### config.mk
export PLATFORM = sky130hd
export DESIGN_NAME = ipif_burst_arbiter
export DESIGN_NICKNAME = d
export VERILOG_FILES = /design/src/rtl/ipif_arb_pkg.sv /design/src/rtl/ipif_burst_arbiter_rr_arbiter.sv /design/src/rtl/ipif_burst_arbiter.sv
export SDC_FILE = /design/constraint.sdc
export NUM_CORES = 1
export LEC_CHECK = 0
export CAP_MARGIN = 20
export CORE_MARGIN = 4
export CORE_UTILIZATION = 38
export DETAILED_ROUTE_END_ITERATION = 10
export HOLD_SLACK_MARGIN = 0.05
export PLACE_DENSITY_LB_ADDON = 0.1
export SYNTH_ARGS = -nofsm -noshare
export SYNTH_HDL_FRONTEND = slang
export SYNTH_SLANG_ARGS = --single-unit
### constraint.sdc
create_clock -name Clk -period 4.6 [get_ports Clk]
set_input_delay 1.38 -clock Clk [delete_from_list [all_inputs] [get_ports Clk]]
set_output_delay 1.38 -clock Clk [all_outputs]
set_load 0.1 [all_outputs]
### src/rtl/ipif_arb_pkg.sv
// Shared types and constants for the IPIF burst command arbiter.
package ipif_arb_pkg;

    localparam int ADDR_W = 32;
    localparam int LEN_W  = 20;
    localparam int BE_W   = 8;

    localparam logic            MST_TYPE_BURST = 1'b1;
    localparam logic [BE_W-1:0] BE_ALL         = 8'hFF;

    typedef enum logic [1:0] {
        ST_IDLE = 2'd0,
        ST_CMD  = 2'd1,
        ST_XFER = 2'd2,
        ST_GAP  = 2'd3
    } arb_state_e;

endpackage

### src/rtl/ipif_burst_arbiter_rr_arbiter.sv
// Combinational round-robin pick: first requester at or after ptr_i wins.
module rr_arbiter #(
    parameter int NUM_CH = 4,
    parameter int PTR_W  = 2
) (
    input  logic [NUM_CH-1:0] req_i,
    input  logic [PTR_W-1:0]  ptr_i,
    output logic [NUM_CH-1:0] gnt_o,
    output logic              valid_o
);

    int               pos_s;
    logic [PTR_W-1:0] idx_s;
    logic             hit_s;
    logic             found_s;

    // Walk the channels starting at ptr_i, wrapping once, and keep the first hit.
    always_comb begin
        gnt_o   = '0;
        found_s = 1'b0;
        pos_s   = 0;
        idx_s   = '0;
        hit_s   = 1'b0;
        for (int i = 0; i < NUM_CH; i++) begin
            pos_s        = int'(ptr_i) + i;
            pos_s        = (pos_s >= NUM_CH) ? (pos_s - NUM_CH) : pos_s;
            idx_s        = PTR_W'(pos_s);
            hit_s        = req_i[idx_s] & ~found_s;
            gnt_o[idx_s] = hit_s;
            found_s      = found_s | hit_s;
        end
        valid_o = found_s;
    end

endmodule

### src/rtl/ipif_burst_arbiter.sv
// Shares the single IPIF master command port among NUM_CH DMA clients,
// one burst at a time, with round-robin priority and a command watchdog.
module ipif_burst_arbiter
    import ipif_arb_pkg::*;
#(
    parameter int NUM_CH  = 4,
    parameter int TIMEOUT = 1024
) (
    input  logic                    Clk,
    input  logic                    ResetL,
    input  logic [NUM_CH-1:0]       ch_req,
    input  logic [NUM_CH-1:0]       ch_rnw,
    input  logic [NUM_CH*ADDR_W-1:0] ch_addr,
    input  logic [NUM_CH*LEN_W-1:0] ch_len,
    output logic [NUM_CH-1:0]       ch_ack,
    output logic [NUM_CH-1:0]       ch_done,
    output logic [NUM_CH-1:0]       ch_err,
    output logic [NUM_CH-1:0]       ch_grant,
    output logic                    busy,
    output logic                    ip2bus_mstrd_req,
    output logic                    ip2bus_mstwr_req,
    output logic [ADDR_W-1:0]       ip2bus_mst_addr,
    output logic [LEN_W-1:0]        ip2bus_mst_length,
    output logic [BE_W-1:0]         ip2bus_mst_be,
    output logic                    ip2bus_mst_type,
    output logic                    ip2bus_mst_lock,
    output logic                    ip2bus_mst_reset,
    input  logic                    bus2ip_mst_cmdack,
    input  logic                    bus2ip_mst_cmplt,
    input  logic                    bus2ip_mst_error
);

    localparam int PTR_W = $clog2(NUM_CH);
    localparam int CNT_W = $clog2(TIMEOUT + 1);
    localparam logic [PTR_W-1:0] LAST_CH = PTR_W'(NUM_CH - 1);
    localparam logic [CNT_W-1:0] WD_LAST = CNT_W'(TIMEOUT - 1);

    arb_state_e          state_q;
    logic [PTR_W-1:0]    ptr_q;
    logic [PTR_W-1:0]    ptr_d;
    logic [CNT_W-1:0]    wdog_q;
    logic [NUM_CH-1:0]   grant_q, ack_q, done_q, err_q;
    logic                rd_req_q, wr_req_q, mst_reset_q, rnw_q;
    logic [ADDR_W-1:0]   addr_q;
    logic [LEN_W-1:0]    len_q;

    logic [NUM_CH-1:0]   win_s;
    logic                win_vld_s;
    logic [PTR_W-1:0]    win_idx_s;
    logic [ADDR_W-1:0]   win_addr_s;
    logic [LEN_W-1:0]    win_len_s;
    logic                win_rnw_s;
    logic                wd_expire_s;
    logic [NUM_CH-1:0]   cmplt_err_s;

    rr_arbiter #(
        .NUM_CH (NUM_CH),
        .PTR_W  (PTR_W)
    ) u_rr (
        .req_i   (ch_req),
        .ptr_i   (ptr_q),
        .gnt_o   (win_s),
        .valid_o (win_vld_s)
    );

    // Winner is one-hot, so OR-ing masked channel fields selects its command.
    always_comb begin
        win_idx_s  = '0;
        win_addr_s = '0;
        win_len_s  = '0;
        win_rnw_s  = 1'b0;
        for (int i = 0; i < NUM_CH; i++) begin
            win_idx_s  = win_idx_s  | (PTR_W'(i) & {PTR_W{win_s[i]}});
            win_addr_s = win_addr_s | (ch_addr[ADDR_W*i +: ADDR_W] & {ADDR_W{win_s[i]}});
            win_len_s  = win_len_s  | (ch_len[LEN_W*i +: LEN_W] & {LEN_W{win_s[i]}});
            win_rnw_s  = win_rnw_s  | (ch_rnw[i] & win_s[i]);
        end
        ptr_d       = (win_idx_s == LAST_CH) ? '0 : (win_idx_s + 1'b1);
        wd_expire_s = (wdog_q == WD_LAST);
        cmplt_err_s = grant_q & {NUM_CH{bus2ip_mst_error}};
    end

    // Command sequencer; every output is a flop updated here.
    always_ff @(posedge Clk or negedge ResetL) begin
        if (!ResetL) begin
            state_q     <= ST_IDLE;
            ptr_q       <= '0;
            wdog_q      <= '0;
            grant_q     <= '0;
            ack_q       <= '0;
            done_q      <= '0;
            err_q       <= '0;
            rd_req_q    <= 1'b0;
            wr_req_q    <= 1'b0;
            mst_reset_q <= 1'b0;
            rnw_q       <= 1'b0;
            addr_q      <= '0;
            len_q       <= '0;
        end else begin
            ack_q       <= '0;
            done_q      <= '0;
            err_q       <= '0;
            mst_reset_q <= 1'b0;
            case (state_q)
                ST_IDLE: begin
                    wdog_q <= '0;
                    if (win_vld_s) begin
                        grant_q <= win_s;
                        rnw_q   <= win_rnw_s;
                        addr_q  <= win_addr_s;
                        len_q   <= win_len_s;
                        ptr_q   <= ptr_d;
                        // A zero-length command never reaches the bus; it fails in GAP.
                        if (win_len_s == '0) begin
                            state_q <= ST_GAP;
                            done_q  <= win_s;
                            err_q   <= win_s;
                        end else begin
                            state_q  <= ST_CMD;
                            rd_req_q <= win_rnw_s;
                            wr_req_q <= ~win_rnw_s;
                        end
                    end else begin
                        state_q <= ST_IDLE;
                    end
                end
                ST_CMD: begin
                    wdog_q <= wd_expire_s ? wdog_q : (wdog_q + 1'b1);
                    if (bus2ip_mst_cmplt) begin
                        rd_req_q <= 1'b0;
                        wr_req_q <= 1'b0;
                        ack_q    <= grant_q;
                        done_q   <= grant_q;
                        err_q    <= cmplt_err_s;
                        state_q  <= ST_GAP;
                    end else if (bus2ip_mst_cmdack) begin
                        rd_req_q <= 1'b0;
                        wr_req_q <= 1'b0;
                        ack_q    <= grant_q;
                        state_q  <= ST_XFER;
                    end else if (wd_expire_s) begin
                        rd_req_q    <= 1'b0;
                        wr_req_q    <= 1'b0;
                        done_q      <= grant_q;
                        err_q       <= grant_q;
                        mst_reset_q <= 1'b1;
                        state_q     <= ST_GAP;
                    end else begin
                        state_q <= ST_CMD;
                    end
                end
                ST_XFER: begin
                    wdog_q <= wd_expire_s ? wdog_q : (wdog_q + 1'b1);
                    if (bus2ip_mst_cmplt) begin
                        done_q  <= grant_q;
                        err_q   <= cmplt_err_s;
                        state_q <= ST_GAP;
                    end else if (wd_expire_s) begin
                        done_q      <= grant_q;
                        err_q       <= grant_q;
                        mst_reset_q <= 1'b1;
                        state_q     <= ST_GAP;
                    end else begin
                        state_q <= ST_XFER;
                    end
                end
                ST_GAP: begin
                    grant_q <= '0;
                    state_q <= ST_IDLE;
                end
                default: begin
                    grant_q  <= '0;
                    rd_req_q <= 1'b0;
                    wr_req_q <= 1'b0;
                    state_q  <= ST_IDLE;
                end
            endcase
        end
    end

    assign ch_ack            = ack_q;
    assign ch_done           = done_q;
    assign ch_err            = err_q;
    assign ch_grant          = grant_q;
    assign busy              = (state_q != ST_IDLE);
    assign ip2bus_mstrd_req  = rd_req_q;
    assign ip2bus_mstwr_req  = wr_req_q;
    assign ip2bus_mst_addr   = addr_q;
    assign ip2bus_mst_length = len_q;
    assign ip2bus_mst_be     = BE_ALL;
    assign ip2bus_mst_type   = MST_TYPE_BURST;
    assign ip2bus_mst_lock   = 1'b0;
    assign ip2bus_mst_reset  = mst_reset_q;

endmodule

# [After elaboration in Yosys (flattened, before gate mapping)]
# Index checks and enable logic that the tools add are counted.
[classes] n_addsub=9 mul=0 n_reduce_logical=15 mux=63 order_cmp=12 bitwise_logic=35 n_eq_ne=9 n_div=0 n_shift=0
[ops] operator="AND 32 bit" count=4
[ops] operator="OR 32 bit" count=3
[ops] operator="AND 20 bit" count=4
[ops] operator="OR 20 bit" count=3
[ops] operator="two-way mux 4 bit" count=12
[ops] operator="case mux 4 bit (3 select lines)" count=2
[ops] operator="case mux 11 bit (2 select lines)" count=1
[ops] operator="two-way mux 1 bit" count=21
[ops] operator="logical NOT 20 bit" count=1
[ops] operator="two-way mux 2 bit" count=10
[ops] operator="bitwise mux 4 bit" count=3
[ops] operator="< comparator 2 x 3 -> 1 bit, second input constant" count=4
[ops] operator="adder 11 x 1 -> 11 bit, second input constant" count=1
[ops] operator="== test 11 x 10 -> 1 bit, second input constant" count=1
[ops] operator="two-way mux 11 bit" count=1
[ops] operator=">= comparator 3 bit, second input constant" count=3
[ops] operator="AND 4 bit" count=2
[ops] operator="binary-select mux 1 bit (select 2 bit)" count=4
[ops] operator="demux 1 bit (select 2 bit)" count=4
[ops] operator=">= comparator 2 x 1 -> 1 bit, second input constant" count=4
[ops] operator="case mux 2 bit (4 select lines)" count=1
[ops] operator="case mux 4 bit (2 select lines)" count=1
[ops] operator="nonzero test 2 bit" count=4
[ops] operator="subtractor 2 x 1 -> 2 bit, second input constant" count=4
[ops] operator="other kinds (20)" count=45
[word_totals] wordCells=155 ramBits=0 mem_bits_ro=0 inputBits=221 latchBits=0 n_memories=0 reg_bits=86 out_inout_bits=82

# [Logic depth before layout (Yosys ltp)]
# Gate-level depths: netlist of run 1.
[depth] depth_word=21 mapped_depth=14 ltp_nobuf=12

# [Cells and area by module]
# A second synthesis of run 1 with hierarchy kept.
[unflattened] hier_cells=518 hier_area_um2=4994.8
[modules_own_cells] module="ipif_burst_arbiter" n_inst=1 area_per_inst_um2=4621.9 seq_area_each_um2=2152.1 cells_each=480
[modules_own_cells] module="rr_arbiter" n_inst=1 area_per_inst_um2=372.9 seq_area_each_um2=0.0 cells_each=38

# [Least setup slack after synthesis of run 1]
# OpenSTA, ideal clock, no wires.
[synth_path] path_type="input to register" start="input ch_req[3]" end="register rd_req_q (netlist: ip2bus_mstrd_req)" n_path_buf=1 arrival_time_ns=4.025 slack_ns=0.447 stages=11 setup_time_ns=0.128 t_required_ns=4.472 cell_sequence="mux4_2 > a221o_1 > a211oi_4 > nor2_2 > buf_6 > a222oi_1 > nand2_1 > nor4_2 > nand4_1 > o211ai_1 > mux2_1"
[synth_via] elab_chain_cells=18 elab_cells_between_ends=42 cone_classes="eq/ne (2); mux (14); bitwise (24); reduce/logical (2)"
[synth_rtl] element="from (decl)" line_no="ipif_burst_arbiter.sv:11" rtl="input logic [NUM_CH-1:0] ch_req,"
[synth_rtl] element="binary-select mux 1 bit (select 2 bit)" line_no="ipif_burst_arbiter_rr_arbiter.sv:28" rtl="hit_s = req_i[idx_s] & ~found_s;"
[synth_rtl] element="two-way mux 1 bit (implied by the code)" line_no="ipif_burst_arbiter_rr_arbiter.sv:28"
[synth_rtl] element="NOT 1 bit" line_no="ipif_burst_arbiter_rr_arbiter.sv:28"
[synth_rtl] element="AND 1 bit" line_no="ipif_burst_arbiter_rr_arbiter.sv:28"
[synth_rtl] element="OR 1 bit" line_no="ipif_burst_arbiter_rr_arbiter.sv:30" rtl="found_s = found_s | hit_s;"
[synth_rtl] element="NOT 1 bit" line_no="ipif_burst_arbiter_rr_arbiter.sv:28"
[synth_rtl] element="AND 1 bit" line_no="ipif_burst_arbiter_rr_arbiter.sv:28"
[synth_rtl] element="OR 1 bit" line_no="ipif_burst_arbiter_rr_arbiter.sv:30"
[synth_rtl] element="NOT 1 bit" line_no="ipif_burst_arbiter_rr_arbiter.sv:28"
[synth_rtl] element="AND 1 bit" line_no="ipif_burst_arbiter_rr_arbiter.sv:28"
[synth_rtl] element="bitwise mux 4 bit" line_no="ipif_burst_arbiter_rr_arbiter.sv:29" rtl="gnt_o[idx_s] = hit_s;"
[synth_rtl] element="AND 20 bit or AND 1 bit (tied branches)" line_no="ipif_burst_arbiter.sv:75, ipif_burst_arbiter.sv:76"
[synth_rtl] element="OR 20 bit or OR 1 bit (tied branches) (3 in series)" line_no="ipif_burst_arbiter.sv:75, ipif_burst_arbiter.sv:76"
[synth_rtl] element="logical NOT 20 bit or two-way mux 1 bit (tied branches)" line_no="ipif_burst_arbiter.sv:114" rtl="if (win_len_s == '0) begin"
[synth_rtl] element="inequality test 2 bit (no line) or two-way mux 1 bit (tied branches)"
[synth_rtl] element="AND reduction 4 bit (no line) or case mux 1 bit (2 select lines) (tied branches)"
[synth_rtl] element="to (signal assigned)" line_no="ipif_burst_arbiter.sv:120" rtl="rd_req_q <= win_rnw_s;"
[synth_rtl] element="to (decl)" line_no="ipif_burst_arbiter.sv:43" rtl="logic rd_req_q, wr_req_q, mst_reset_q, rnw_q;"
# Several ways; a longest one is shown, not always the timed one. The select of a mux whose other input is x is not followed.
# A chain may end at the register's enable or synchronous reset.

# [Final worst setup path of run 1]
[layout_path] start="input ch_req[0]" end="register wr_req_q (netlist: ip2bus_mstwr_req)"
[layout_via] elab_chain_cells=19 elab_cells_between_ends=43 cone_classes="eq/ne (2); mux (14); bitwise (25); reduce/logical (2)"
[layout_rtl] element="branches (longest 19 deep; another with AND 20 bit)"
[layout_rtl] element="to (signal assigned)" line_no="ipif_burst_arbiter.sv:121" rtl="wr_req_q <= ~win_rnw_s;"
[layout_rtl] element="to (decl)" line_no="ipif_burst_arbiter.sv:43"
# Parallel ways; which one is timed is not known. The select of a mux whose other input is x is not followed.

==> impl_metrics.env, run 1 <==
export IMPL_run_status="finished, final reports clean"
export IMPL_wire_length_of_the_first_global_routing_pass_mm=32.1
export IMPL_dp_cells=1027
export IMPL_vias_in_the_first_global_route=5756
export IMPL_postRouteAntennaNets=0
export IMPL_cap_viol_max_count=0
export IMPL_mapped_avg_cell_area_um2=9.16
export IMPL_layout_nets=1107
export IMPL_required_time_of_the_critical_path_ns=4.82
export IMPL_floorplan_io_pins=303
export IMPL_drt_iter0_markers=512
export IMPL_worstMarginPinSlew_ns=1.08
export IMPL_synthToLayoutAreaGrowth_pct=73.4
export IMPL_setup_repair_after_global_routing_missed_its_margin="no"
export IMPL_leakage_power_uw=0.00358
export IMPL_fin_skew_ns=0.00475
export IMPL_crit_type="in -> reg"
export IMPL_vias=5881
export IMPL_setup_viol_count_final=0
export IMPL_synth_flop_cell="dfrtp_1"
export IMPL_ys_warnings_count=0
export IMPL_post_route_drc_count=0
export IMPL_htreeDepth=3
export IMPL_clock_latency_ns=0.33
export IMPL_critPathArrivalTime_ns=4.59
export IMPL_slew_headroom_pct=28.0
export IMPL_post_place_ws_ns=-0.384
export IMPL_worst_setup_hold_path_clk_slew_ns=0.06
export IMPL_final_layout_size_suffix_gt1_share_pct=10.7
export IMPL_synthesis_instances=554
export IMPL_core_area_mm2=0.0128
export IMPL_finalCriticalPeriod_ns=4.38
export IMPL_yosysTopAreaCellShare_pct=42.4
export IMPL_ys_ff_latch=86
export IMPL_synth_edf_count=0
export IMPL_tritoncts="done"
export IMPL_total_cts_buffers=9
export IMPL_drt_pre_antenna_iters=9
export IMPL_floorplan_initialDensity_pct=39.6
export IMPL_port_buffer_count=292
export IMPL_grt_usage_pct=27.8
export IMPL_wirelength_mm=22.5
export IMPL_routed_via_density=5.60
export IMPL_crit_path_max_fanout=5
export IMPL_grt_start_max_net_pins=85
export IMPL_die_h_um=124
export IMPL_totalPowerFinal_uw=8160
export IMPL_part_of_the_cycle_the_worst_path_needs_pct=95.1
export IMPL_cts_root_buf="clkbuf_16"
export IMPL_fin_cells=1051
export IMPL_final_worst_slack_ns=0.225
export IMPL_sequential_fraction_of_the_synthesis_area_pct=42.4
export IMPL_dominant_cell_by_count_in_the_synthesized_netlist="dfrtp_1"
export IMPL_initial_antenna_violation_count=2
export IMPL_synth_cell_area_mm2=0.00507
export IMPL_ir_worst_vdd_mv=0.549
export IMPL_clkSinkCount=86
export IMPL_placementRows=41
export IMPL_gpl_final_weighted_congestion=0.981
export IMPL_fmaxAchievable_ghz=0.229
export IMPL_num_fill_cells=1024
export IMPL_cts_max_path_buffers=2
export IMPL_die_width_um=124
export IMPL_dieArea_mm2=0.0153
export IMPL_timing_final_hold_violations=0
export IMPL_worstSetupStartpointType="primary input"
export IMPL_ys_top_cells_by_count="dfrtp_1 (86), nand2_1 (75), nor2_1 (70)"
export IMPL_place_detailed_hpwl_mm=17.8
export IMPL_wire_per_inst_um=21.4
export IMPL_worstHoldPathType="reg -> reg"
export IMPL_grt_ovfl_total=0
export IMPL_cts_hold_repair_buffers=0
export IMPL_maxSlewViolCount=0
export IMPL_cp_end_kind="register"
export IMPL_post_synth_top_area_cell="dfrtp_1"
export IMPL_distinct_cell_type_count_after_synthesis=59
export IMPL_whs_ns=0.472
export IMPL_asyncSetResetFlopFracSynth_pct=100
export IMPL_cell_pwr_density_mw_per_mm2=928
export IMPL_ys_top_cells_by_area="dfrtp_1 (42%), a222oi_1 (8.9%), a31oi_1 (5.5%)"
export IMPL_final_util_pct=68.6
[state kept, by name, indices dropped and copies added (netlist names)]
register and flops:
ip2bus_mst_addr 32, ip2bus_mst_length 20, wdog_q 11, ch_ack 4, ch_done 4, ch_err 4
ch_grant 4, ptr_q 2, state_q 2, ip2bus_mst_reset 1, ip2bus_mstrd_req 1, ip2bus_mstwr_req 1
[power by group]
group	total [µW]	internal (µW)	leakage, µW	switching [µW]
combinational	6150	1950	0.00239	4200
clock	732	437	0.000150	295
sequential	1280	1080	0.00105	204
[what timing repair did]
item | 4_1_cts | 5_1_grt
setup buffers | 0 | 6
resized for setup | 2 | 12
pin swaps | 0 | 15
endpoints found under the setup margin | 10 | 10
cloned | 0 | 1
[path summary, 6_finish.rpt]
kind,slack [ns],end,startpoint,depth (start not counted)
min,0.47,ip2bus_mst_reset,wdog_q[10],1
max in group asynchronous,2.85,wdog_q[10],ResetL,2
min in group asynchronous,1.00,ip2bus_mst_addr[2],ResetL,1
min reg2reg,0.47,ip2bus_mst_reset,wdog_q[10],1
max reg2reg,0.36,ip2bus_mstwr_req,ptr_q[1],12
max,0.22,ip2bus_mstwr_req,ch_req[0],15
[worst max-delay path, cell delays in order]
cell and delay (ns):
dlymetal6s2s_1 0.15, buf_4 0.16, mux4_2 0.47, buf_4 0.16
nor3b_1 0.17, o22ai_2 0.13, buf_4 0.17, buf_6 0.11
o32ai_1 0.08, a221o_1 0.30, nand4b_1 0.23, nor4_4 0.40
nand4_1 0.14, o211ai_1 0.18, mux2_1 0.36
[layer usage]
| layer | track usage (%) | vias to the layer above | routed length [µm] | share of wire [%] |
|---|---|---|---|---|
| met3 | 7.09 | 50 | 1880 | 8.4 |
| met5 | 0 | - | 8 | 0.036 |
| met2 | 48.3 | 270 | 11300 | 50 |
| met1 | 32.2 | 2825 | 8520 | 38 |
| met4 | 12.9 | 2 | 804 | 3.6 |
| li1 | - | 2734 | - | - |
[kinds of logic (layout without fill, tap and decap cells)]
logic type / count (synthesis) / after routing / synth area share [%]
and+or+nand+nor: 210 / 211 / 19.5
AOI/OAI and AO/OA: 167 / 167 / 24.9
DFF: 86 / 86 / 42.4
buffers and inverters: 60 / 375 / 5.70
adders and majority gates: 13 / 13 / 3.21
muxes: 11 / 11 / 3.26
xor gates and xnor gates: 5 / 5 / 0.863
other: 2 / 11 / 0.148
[placed cells by master, fill, tap and decap left out, types with 3 or more instances in the layout]
master / Yosys / layout
buf_6: 1 / 4
nor3b_1: 6 / 6
nor4_4: 1 / 3
clkbuf_16: 0 / 9
mux4_2: 4 / 4
conb_1: 2 / 10
buf_4: 11 / 52
nor3_1: 5 / 5
nor2_1: 70 / 68
xor2_1: 4 / 4
and2_1: 6 / 6
dfrtp_1: 86 / 86
a222oi_1: 45 / 45
nor2_4: 1 / 5
a31oi_1: 45 / 45
inv_1: 12 / 12
a21oi_1: 11 / 11
a211oi_1: 4 / 3
mux2i_1: 3 / 3
ha_1: 13 / 13
nor2b_1: 4 / 4
a22o_1: 8 / 8
o31ai_1: 4 / 4
nand4_1: 6 / 6
a22oi_1: 9 / 9
nand2b_1: 5 / 5
o21ai_0: 19 / 19
o22ai_1: 7 / 6
and3_1: 3 / 3
clkdlybuf4s50_1: 0 / 286
nand2_1: 75 / 75
dlymetal6s2s_1: 0 / 4
nand3_1: 13 / 13
[metrics by stage]
stage	cell area, µm²	setup TNS, ns
floorplan	5100	0
global placement	8380	-2.54
detailed placement	8380	-3.75
CTS	8690	0
global route	8800	0
finish	8800	0
[layout make-up]
type	instances	area (µm²)	share of cell area, %
Sequential cell	86	2150	24.5
Clock buffer	11	243	2.76
Timing Repair Buffer	346	3350	38.1
Clock inverter	5	57.6	0.654
Tap cell	172	215	2.45
Inverter	13	48.8	0.555
Multi-Input combinational cell	417	2730	31.0
Antenna cell	1	2.50	0.0284
(Power assumes the default switching activity.)
==> inputs of run 2 (changes only) <==
--- a/config.mk
+++ b/config.mk
@@ -7,7 +7,8 @@
 export LEC_CHECK = 0
 export CAP_MARGIN = 20
 export CORE_MARGIN = 4
-export CORE_UTILIZATION = 38
+export CORE_UTILIZATION = 39
+export CTS_BUF_LIST = sky130_fd_sc_hd__clkbuf_8
 export DETAILED_ROUTE_END_ITERATION = 10
 export HOLD_SLACK_MARGIN = 0.05
 export PLACE_DENSITY_LB_ADDON = 0.1
==> run 2 against run 1 <==
Against the previous run:
- utilization down 0.095 points
- combinational power down 1%
- critical path type unchanged
- final cell count down 0.76%
- sequential cell count unchanged
- critical path depth down 1
- critical endpoint is now ch_err[3]
- non-clock buffer count down 6
- sequential power about the same
- design area down 1.3%
- fmax up 2.4%
==> impl_metrics.env, run 2 (same netlist as run 1, synthesis figures left out) <==
export IMPL_run_status="finished, final reports clean"
export IMPL_fin_skew_ns=0.0152
export IMPL_fmaxAchievable_ghz=0.234
export IMPL_switching_share_pct=59.3
export IMPL_crit_path_max_fanout=9
export IMPL_dieArea_mm2=0.0149
export IMPL_postRouteAntennaNets=0
export IMPL_die_h_um=122
export IMPL_grt_ovfl_total=0
export IMPL_worstSetupStartpointType="primary input"
export IMPL_slew_headroom_pct=28.4
export IMPL_whs_ns=0.465
export IMPL_post_route_drc_count=0
export IMPL_required_time_of_the_critical_path_ns=4.90
export IMPL_synthToLayoutAreaGrowth_pct=71.1
export IMPL_mostFrequentLayoutCell="clkdlybuf4s50_1"
export IMPL_placedInstanceArea_mm2=0.00835
export IMPL_initial_antenna_violation_count=0
export IMPL_gpl_final_weighted_congestion=1.03
export IMPL_wire_per_inst_um=20.7
export IMPL_setup_viol_count_final=0
export IMPL_num_fill_cells=1029
export IMPL_port_buffer_count=292
export IMPL_clkSinkCount=86
export IMPL_wire_length_of_the_first_global_routing_pass_mm=31.7
export IMPL_drt_iter0_markers=657
export IMPL_final_layout_size_suffix_gt1_share_pct=10.3
export IMPL_grt_start_max_net_pins=55
export IMPL_finalCriticalPeriod_ns=4.27
export IMPL_cp_end_kind="register"
export IMPL_antenna_cells_inserted=0
export IMPL_layout_cells_most_common_list="clkdlybuf4s50_1 (287), dfrtp_1 (86), nand2_1 (75)"
export IMPL_leakage_power_uw=0.00350
export IMPL_cts_hold_repair_buffers=0
export IMPL_cellInternalPower_uw=3210
export IMPL_total_cts_buffers=9
export IMPL_number_of_flip_flops_under_the_largest_register_name=32
export IMPL_seqPwrFrac_pct=16.3
export IMPL_tritoncts="done"
export IMPL_clock_latency_ns=0.38
export IMPL_layout_nets=1100
export IMPL_grt_usage_pct=27.6
export IMPL_cts_max_path_buffers=2
export IMPL_maxSlewViolCount=0
export IMPL_core_area_mm2=0.0127
export IMPL_placementRows=41
export IMPL_routed_via_density=5.70
export IMPL_timing_final_hold_violations=0
export IMPL_post_place_ws_ns=-0.290
export IMPL_cap_viol_max_count=0
export IMPL_final_worst_slack_ns=0.328
export IMPL_critPathArrivalTime_ns=4.58
export IMPL_totalPowerFinal_uw=7880
export IMPL_worstMarginPinSlew_ns=1.07
export IMPL_share_clk_of_total_power_pct=6.7
export IMPL_crit_type="in -> reg"
export IMPL_floorplan_io_pins=303
export IMPL_final_util_pct=68.5
export IMPL_ir_worst_vdd_mv=0.586
export IMPL_drt_pre_antenna_iters=9
export IMPL_setup_repair_after_global_routing_missed_its_margin="no"
export IMPL_floorplan_initialDensity_pct=40.0
export IMPL_worstHoldPathType="reg -> reg"
export IMPL_part_of_the_cycle_the_worst_path_needs_pct=92.9
export IMPL_stdcell_area_mm2=0.00868
export IMPL_die_width_um=122
export IMPL_worst_setup_hold_path_clk_slew_ns=0.10
export IMPL_place_detailed_hpwl_mm=17.1
export IMPL_p_comb_share_pct=77.1
export IMPL_cts_root_buf="clkbuf_8"
export IMPL_cell_pwr_density_mw_per_mm2=907
export IMPL_vias_in_the_first_global_route=5729
export IMPL_htreeDepth=3
export IMPL_wirelength_mm=21.6
export IMPL_ff2ff_setup_slack_ns=0.37
export IMPL_net_switching_power_uw=4670
export IMPL_vias=5943
==> run 2: changes by cell type in the layout (fill, tap and decap cells not counted), moves of 2 or more <==
cell,change
clkbuf_8,+8
buf_4,-9
clkbuf_16,-9
nor4b_4,+2
clkinv_2,-2
clkinvlp_4,+3
==> run 2: layout make-up <==
class | instances | area, µm² | area share [%]
well taps | 172 | 215 | 2.48
clock inverters | 7 | 67.6 | 0.778
inverters | 13 | 48.8 | 0.562
clock buffers | 9 | 124 | 1.43
multi-input cells | 416 | 2750 | 31.7
repair buffers | 340 | 3320 | 38.3
flip-flops and latches | 86 | 2150 | 24.8
==> run 2: path summary, 6_finish.rpt <==
kind	start	end	cells past startpoint
worst max-delay path	ch_req[1]	ch_err[3]	14
worst min register to register	wdog_q[10]	ip2bus_mst_reset	1
worst min-delay path	wdog_q[10]	ip2bus_mst_reset	1
worst max register to register	ptr_q[1]	ch_err[3]	13
max in group asynchronous	ResetL	state_q[1]	2
min in group asynchronous	ResetL	ip2bus_mst_addr[4]	1
==> run 2: layer usage <==
metal  routed length, µm  vias to the layer above  global-route usage (%)
met3                2140                       44                    9.19
met5                   0                        -                       0
met4                 653                        0                    9.52
li1                    -                     2712                       -
met1                7800                     2883                    31.8
met2               11000                      304                    48.1
==> run 2: worst max-delay path, cell delays in order <==
cell,delay [ns]
dlymetal6s2s_1,0.14
buf_6,0.13
mux4_2,0.52
nor4bb_2,0.20
buf_4,0.14
nor4_4,0.12
buf_4,0.18
nor2_4,0.07
a222oi_1,0.38
nand4b_1,0.24
nor4_4,0.37
nand4_1,0.24
nor2_4,0.30
a22o_1,0.18
==> run 2: metrics by stage <==
stage / std cells / TNS (ns)
after floorplan: 562 / 0
after global placement: 1021 / -1.47
after detailed placement: 1021 / -2.66
after CTS: 1037 / 0
after global routing: 1043 / 0
final: 1043 / 0
==> run 2: power by group through the flow <==
stage	Sequential, µW	Clock [µW]	Combinational [µW]
floorplan	3140	0	2290
global placement	1280	0	5780
detailed placement	1290	0	5880
CTS	1280	543	5890
global route	1320	580	6410
finish	1280	525	6070
==> run 2: timing repair <==
action	4_1_cts	5_1_grt
setup endpoints to repair	0	10
buffers inserted	0	6
resized for setup	0	19
